--- src/rtl/fft_ctrl_pkg.sv ---
// Shared FSM encoding and sizing helpers for the radix-2 DIT FFT butterfly sequencer.
package fft_ctrl_pkg;

    typedef enum logic [2:0] {
        ST_IDLE  = 3'd0,
        ST_READ  = 3'd1,
        ST_WAIT  = 3'd2,
        ST_RUN   = 3'd3,
        ST_WRITE = 3'd4
    } state_e;

    localparam int DEFAULT_LOG2_PTS = 3;
    localparam int PTS              = 1 << DEFAULT_LOG2_PTS;
    localparam int HALF_PTS         = PTS / 2;

    // Width of the stage counter; never narrower than one bit.
    function automatic int stage_width(input int log2_pts);
        return (log2_pts <= 2) ? 1 : $clog2(log2_pts);
    endfunction

endpackage

--- src/rtl/fft_addr_gen.sv ---
// Combinational map from (stage, butterfly) to the point pair and twiddle index of
// an in-place radix-2 DIT butterfly.
module fft_addr_gen
    import fft_ctrl_pkg::*;
#(
    parameter int LOG2_PTS = DEFAULT_LOG2_PTS,
    parameter int SW       = stage_width(LOG2_PTS)
) (
    input  logic [SW-1:0]       stage_i,
    input  logic [LOG2_PTS-2:0] bfly_i,
    output logic [LOG2_PTS-1:0] addr0_o,
    output logic [LOG2_PTS-1:0] addr1_o,
    output logic [LOG2_PTS-2:0] tw_addr_o
);

    localparam int BW = LOG2_PTS - 1;
    localparam logic [LOG2_PTS-1:0] ONE = LOG2_PTS'(1);

    logic [LOG2_PTS-1:0] b_ext_s;
    logic [LOG2_PTS-1:0] half_s;
    logic [LOG2_PTS-1:0] pos_s;
    logic [LOG2_PTS-1:0] grp_s;
    logic [LOG2_PTS-1:0] addr0_s;

    // The group index is shifted back up one extra bit to skip over the lower halves.
    always_comb begin
        b_ext_s   = {1'b0, bfly_i};
        half_s    = ONE << stage_i;
        pos_s     = b_ext_s & (half_s - ONE);
        grp_s     = b_ext_s >> stage_i;
        addr0_s   = ((grp_s << stage_i) << 1'b1) | pos_s;
        addr0_o   = addr0_s;
        addr1_o   = addr0_s | half_s;
        tw_addr_o = BW'(pos_s << (LOG2_PTS - 1 - int'(stage_i)));
    end

endmodule

--- src/rtl/fft_bfly_sched.sv ---
// Sequencer stepping every butterfly of an in-place radix-2 FFT through one shared
// butterfly unit: READ, WAIT, RUN (until bf_done or watchdog), WRITE.
module fft_bfly_sched
    import fft_ctrl_pkg::*;
#(
    parameter int LOG2_PTS = DEFAULT_LOG2_PTS,
    parameter int TIMEOUT  = 15
) (
    input  logic                                clk_i,
    input  logic                                rst_i,
    input  logic                                go_i,
    input  logic                                bf_done_i,
    output logic                                bf_start_o,
    output logic                                rd_en_o,
    output logic                                wr_en_o,
    output logic                                bank_o,
    output logic [LOG2_PTS-1:0]                 addr0_o,
    output logic [LOG2_PTS-1:0]                 addr1_o,
    output logic [LOG2_PTS-2:0]                 tw_addr_o,
    output logic [stage_width(LOG2_PTS)-1:0]    stage_o,
    output logic                                busy_o,
    output logic                                done_o,
    output logic                                err_o
);

    localparam int SW  = stage_width(LOG2_PTS);
    localparam int BW  = LOG2_PTS - 1;
    localparam int WDW = $clog2(TIMEOUT + 1);
    localparam logic [BW-1:0]  LAST_B  = {BW{1'b1}};
    localparam logic [SW-1:0]  LAST_S  = SW'(LOG2_PTS - 1);
    localparam logic [WDW-1:0] WD_LAST = WDW'(TIMEOUT - 1);

    state_e              state_q, state_d;
    logic [SW-1:0]       s_q, s_d, stage_q, stage_d;
    logic [BW-1:0]       b_q, b_d, tw_q, tw_d, ag_tw_s;
    logic [WDW-1:0]      wdog_q, wdog_d;
    logic [LOG2_PTS-1:0] addr0_q, addr0_d, addr1_q, addr1_d, ag_addr0_s, ag_addr1_s;
    logic bf_start_q, bf_start_d, rd_en_q, rd_en_d, wr_en_q, wr_en_d, bank_q, bank_d;
    logic busy_q, busy_d, done_q, done_d, err_q, err_d, load_s;

    fft_addr_gen #(.LOG2_PTS(LOG2_PTS), .SW(SW)) u_addr_gen (
        .stage_i   (s_d),
        .bfly_i    (b_d),
        .addr0_o   (ag_addr0_s),
        .addr1_o   (ag_addr1_s),
        .tw_addr_o (ag_tw_s)
    );

    // FSM transitions, butterfly/stage counters, watchdog and strobes.
    always_comb begin
        state_d = state_q;
        s_d     = s_q;
        b_d     = b_q;
        wdog_d  = wdog_q;
        done_d  = 1'b0;
        err_d   = err_q;
        case (state_q)
            ST_IDLE: begin
                if (go_i) begin
                    err_d   = 1'b0;
                    s_d     = '0;
                    b_d     = '0;
                    state_d = ST_READ;
                end else begin
                    state_d = ST_IDLE;
                end
            end
            ST_READ: state_d = ST_WAIT;
            ST_WAIT: begin
                wdog_d  = '0;
                state_d = ST_RUN;
            end
            ST_RUN: begin
                if (bf_done_i) begin
                    state_d = ST_WRITE;
                end else if (wdog_q == WD_LAST) begin
                    err_d   = 1'b1;
                    done_d  = 1'b1;
                    state_d = ST_IDLE;
                end else begin
                    wdog_d = wdog_q + WDW'(1);
                end
            end
            ST_WRITE: begin
                if (b_q != LAST_B) begin
                    b_d     = b_q + BW'(1);
                    state_d = ST_READ;
                end else if (s_q != LAST_S) begin
                    b_d     = '0;
                    s_d     = s_q + SW'(1);
                    state_d = ST_READ;
                end else begin
                    b_d     = '0;
                    s_d     = '0;
                    done_d  = 1'b1;
                    state_d = ST_IDLE;
                end
            end
            default: state_d = ST_IDLE;
        endcase
        // Strobes follow the next state so every output comes straight from a flop.
        rd_en_d    = (state_d == ST_READ);
        wr_en_d    = (state_d == ST_WRITE);
        bf_start_d = (state_d == ST_RUN);
        busy_d     = (state_d != ST_IDLE);
        load_s     = rd_en_d;
    end

    // Address, twiddle and bank are captured on entry to READ and held through WRITE.
    always_comb begin
        if (load_s) begin
            addr0_d = ag_addr0_s;
            addr1_d = ag_addr1_s;
            tw_d    = ag_tw_s;
            stage_d = s_d;
            bank_d  = s_d[0];
        end else begin
            addr0_d = addr0_q;
            addr1_d = addr1_q;
            tw_d    = tw_q;
            stage_d = stage_q;
            bank_d  = bank_q;
        end
    end

    // State and output registers with synchronous reset.
    always_ff @(posedge clk_i) begin
        if (rst_i) begin
            state_q    <= ST_IDLE;
            s_q        <= '0;
            b_q        <= '0;
            wdog_q     <= '0;
            bf_start_q <= 1'b0;
            rd_en_q    <= 1'b0;
            wr_en_q    <= 1'b0;
            bank_q     <= 1'b0;
            addr0_q    <= '0;
            addr1_q    <= '0;
            tw_q       <= '0;
            stage_q    <= '0;
            busy_q     <= 1'b0;
            done_q     <= 1'b0;
            err_q      <= 1'b0;
        end else begin
            state_q    <= state_d;
            s_q        <= s_d;
            b_q        <= b_d;
            wdog_q     <= wdog_d;
            bf_start_q <= bf_start_d;
            rd_en_q    <= rd_en_d;
            wr_en_q    <= wr_en_d;
            bank_q     <= bank_d;
            addr0_q    <= addr0_d;
            addr1_q    <= addr1_d;
            tw_q       <= tw_d;
            stage_q    <= stage_d;
            busy_q     <= busy_d;
            done_q     <= done_d;
            err_q      <= err_d;
        end
    end

    assign bf_start_o = bf_start_q;
    assign rd_en_o    = rd_en_q;
    assign wr_en_o    = wr_en_q;
    assign bank_o     = bank_q;
    assign addr0_o    = addr0_q;
    assign addr1_o    = addr1_q;
    assign tw_addr_o  = tw_q;
    assign stage_o    = stage_q;
    assign busy_o     = busy_q;
    assign done_o     = done_q;
    assign err_o      = err_q;

endmodule

--- config.mk ---
export PLATFORM = sky130hd
export DESIGN_NAME = fft_bfly_sched
export DESIGN_NICKNAME = d
export VERILOG_FILES = /design/src/rtl/fft_ctrl_pkg.sv /design/src/rtl/fft_addr_gen.sv /design/src/rtl/fft_bfly_sched.sv
export SDC_FILE = /design/constraint.sdc
export NUM_CORES = 1
export LEC_CHECK = 0
export CORE_UTILIZATION = 50
export DETAILED_ROUTE_END_ITERATION = 16
export PLACE_DENSITY = 0.71
export SYNTH_ARGS = -nofsm -noshare
export SYNTH_HDL_FRONTEND = slang
export SYNTH_SLANG_ARGS = --single-unit
--- constraint.sdc ---
create_clock -name clk_i -period 2.7 [get_ports clk_i]
set_input_delay 0.405 -clock clk_i [delete_from_list [all_inputs] [get_ports clk_i]]
set_output_delay 0.405 -clock clk_i [all_outputs]
set_load 0.01 [all_outputs]
==> results of run 1 <==
final cells by class:
class	instances	area [um^2]
clock inverter	1	5.005
timing repair buffer	23	222.7
inverter	5	18.77
tap	30	37.54
sequential	27	540.5
multi-input combinational	100	684.4
clock buffer	3	22.52
fill	229	923.4
power by group:
part / total, mW / internal, mW / switching, mW
clock: 0.175 / 0.0555 / 0.119
sequential: 0.443 / 0.425 / 0.0183
combinational: 0.178 / 0.0883 / 0.0902
tightest hold or removal path: cells and delay by family (launching register included):
kind               cells  cell delay [ns]
AOI/OAI and AO/OA      1             0.05
and+or+nand+nor        1             0.05
DFF                    1             0.34
registers in the layout (all words and copies together) (netlist names):
register,cells
err_o,1
addr0_o,3
wr_en_o,1
stage_o,2
tw_addr_o,2
s_q,2
b_q,2
done_o,1
wdog_q,4
bf_start_o,1
rd_en_o,1
addr1_o,3
busy_o,1
state_q,3
per-stage QoR:
step | utilization (%) | std cells | power (mW) | hold slack, ns
detailed placement | 61.26 | 185 | 0.6320 | 0.4504
CTS | 62.39 | 189 | 0.8038 | 0.4683
global route | 62.39 | 189 | 0.8290 | 0.4911
global placement | 61.26 | 185 | 0.6293 | 0.4370
floorplan | - | 138 | 0.5650 | 0.4761
finish | 62.39 | 189 | 0.7966 | 0.4627
final timing paths:
path / start / endpoint / slack [ns] / depth (start not counted)
min: addr0_o[0]$_SDFFE_PP0N_ / addr0_o[0]$_SDFFE_PP0N_ / 0.46 / 2
max: state_q[2]$_SDFF_PP0_ / tw_addr_o[1]$_SDFFE_PP0N_ / 0.36 / 9
max reg2reg: state_q[2]$_SDFF_PP0_ / tw_addr_o[1]$_SDFFE_PP0N_ / 0.36 / 9
min reg2reg: addr0_o[0]$_SDFFE_PP0N_ / addr0_o[0]$_SDFFE_PP0N_ / 0.46 / 2
per-layer routing:
layer	GRT usage, %	vias to the layer above	wire, um	part of all wire (%)
met5	0	-	0	0
met4	10.53	0	67	2.8
met3	2.899	8	61	2.6
met2	32.70	19	1106	46
met1	22.89	483	1150	48
li1	-	531	-	-
cells in the mapped netlist (3+ instances only):
cell and number:
nand4_1 3, nor3b_1 3, nor2b_1 4, nor2_1 22
a211oi_1 4, nor3_1 5, inv_1 5, buf_4 3
nand3b_1 3, a21oi_1 11, ha_1 7, dfxtp_1 27
nand2_1 6
cells by family after synthesis:
kind of cell / count (synthesis) / share of synthesized area [%]
compound gates: 32 / 18.62
xor+xnor: 3 / 2.037
fa+ha+maj: 7 / 6.789
buf+inv: 11 / 5.043
flops: 27 / 41.90
mux: 1 / 0.7760
simple gates: 57 / 24.83
==> results.ini, run 1 <==
[run_status]
outcome=finished clean

[placed_design]
hpwl_um=1785
port_buffers=20
dp_slack_ns=0.2111
place_congestion=0.7903
placed_cell_area_um2=1504

[setup_path]
required_ns=2.94
worst_setup_path_start_kind=register
cp_cell_sequence=or3b_4 -> a21oi_1 -> a21oi_1 -> inv_1 -> ha_1 -> nor2b_1 -> nor2b_1 -> nand3b_1 -> a311oi_1
slowest_delay_ns=0.61
critPathTopFamily=simple AND/OR/NAND/NOR gates
worstPathArrival_ns=2.58
path_class=reg2reg
path_buf_inv=1
slowest_stage=dfxtp_1
end_kind=register
cp_max_fo=12

[clock_network]
cts_tree=yes
cts.sinks=27
holdBufCountCts=0
cts-buffers-inserted=3
htreeDepth=1
post_cts_resized=0
clk_pin_slew_worst_paths_ns=0.15
cts_setup_buffers=0
cts-root-buf=clkbuf_4
cts_buffer_depth=2
clk_latency_ns=0.32

[sta]
fin_skew_ns=0.008758
period_share_pct=86.49
worst_slew_pin_slew_ns=0.6104
fmax_mhz=428.2
rsz0062_at_grt=false
hold_viol=0
fin_crit_ns=2.335
slew_viol_final=0
setup_ws_ns=0.3648
finalSetupViolations=0
slew_headroom_pct=59.03
setup_tns_ns=0

[pwr]
ir_drop_mv=0.3469
powerDensity_nw_per_um2=520.1
p_leak_nw=0.5647

[yosys]
synthTopCellsByArea=dfxtp_1 42%, ha_1 6.8%, nor2_1 6.4%, a21oi_1 4.3%, a211oi_1 2.3%
syn_area_per_cell_um2=9.348
synth_edf_count=0
ys_ff_latch=27
async_flop_share_pct=0
ys_types=40
netlist.area_leader.share_pct=41.90
synthCells=138
ys_warn_count=0
yosysTopAreaCell=dfxtp_1
seq_area_frac_synth_pct=41.90
syn_nets=149
synth_flop_cell=dfxtp_1
syn-cell-area_um2=1290

[worst_hold_path]
hold_path_class=reg2reg

[grt]
grt_pass1_wl_um=3912
grt_max_degree=18
first_global_vias=939
grt.total_usage_pct=19.25
antenna_found_initial=0
overflow=0

[floorplanning]
num_rows=18
core_um2=2455
dieArea_um2=2787
die_h_um=52.80
start_util_pct=52.55
pin_count=21
die_width_um=52.80

[detailed_routing]
firstDrtPassIters=4
wl_um=2385
route.detailed.drc=0
wl_per_cell_um=12.62
ant_nets=0
viasPerCell=5.508
via_count=1041
drt_iter0_drc=8

[final_layout]
area_delta_synth_final_pct=18.72
n_antenna_cell=0
drive_gt1_share_pct=9.434
final_common_cell=dfxtp_1
design_area_um2=1531
final_nets=171
final_cell_mix=27 x dfxtp_1, 22 x nor2_1, 20 x clkdlybuf4s50_1

[run]
cap_violations=0

(Power assumes the default switching activity.)
==> run 2, diff against run 1 <==
- CAP_MARGIN: unset -> 20
- SKIP_CTS_REPAIR_TIMING: unset -> 1
==> results of run 2 <==
Same layout as run 1: the final DEF is identical, and so are final timing and power.
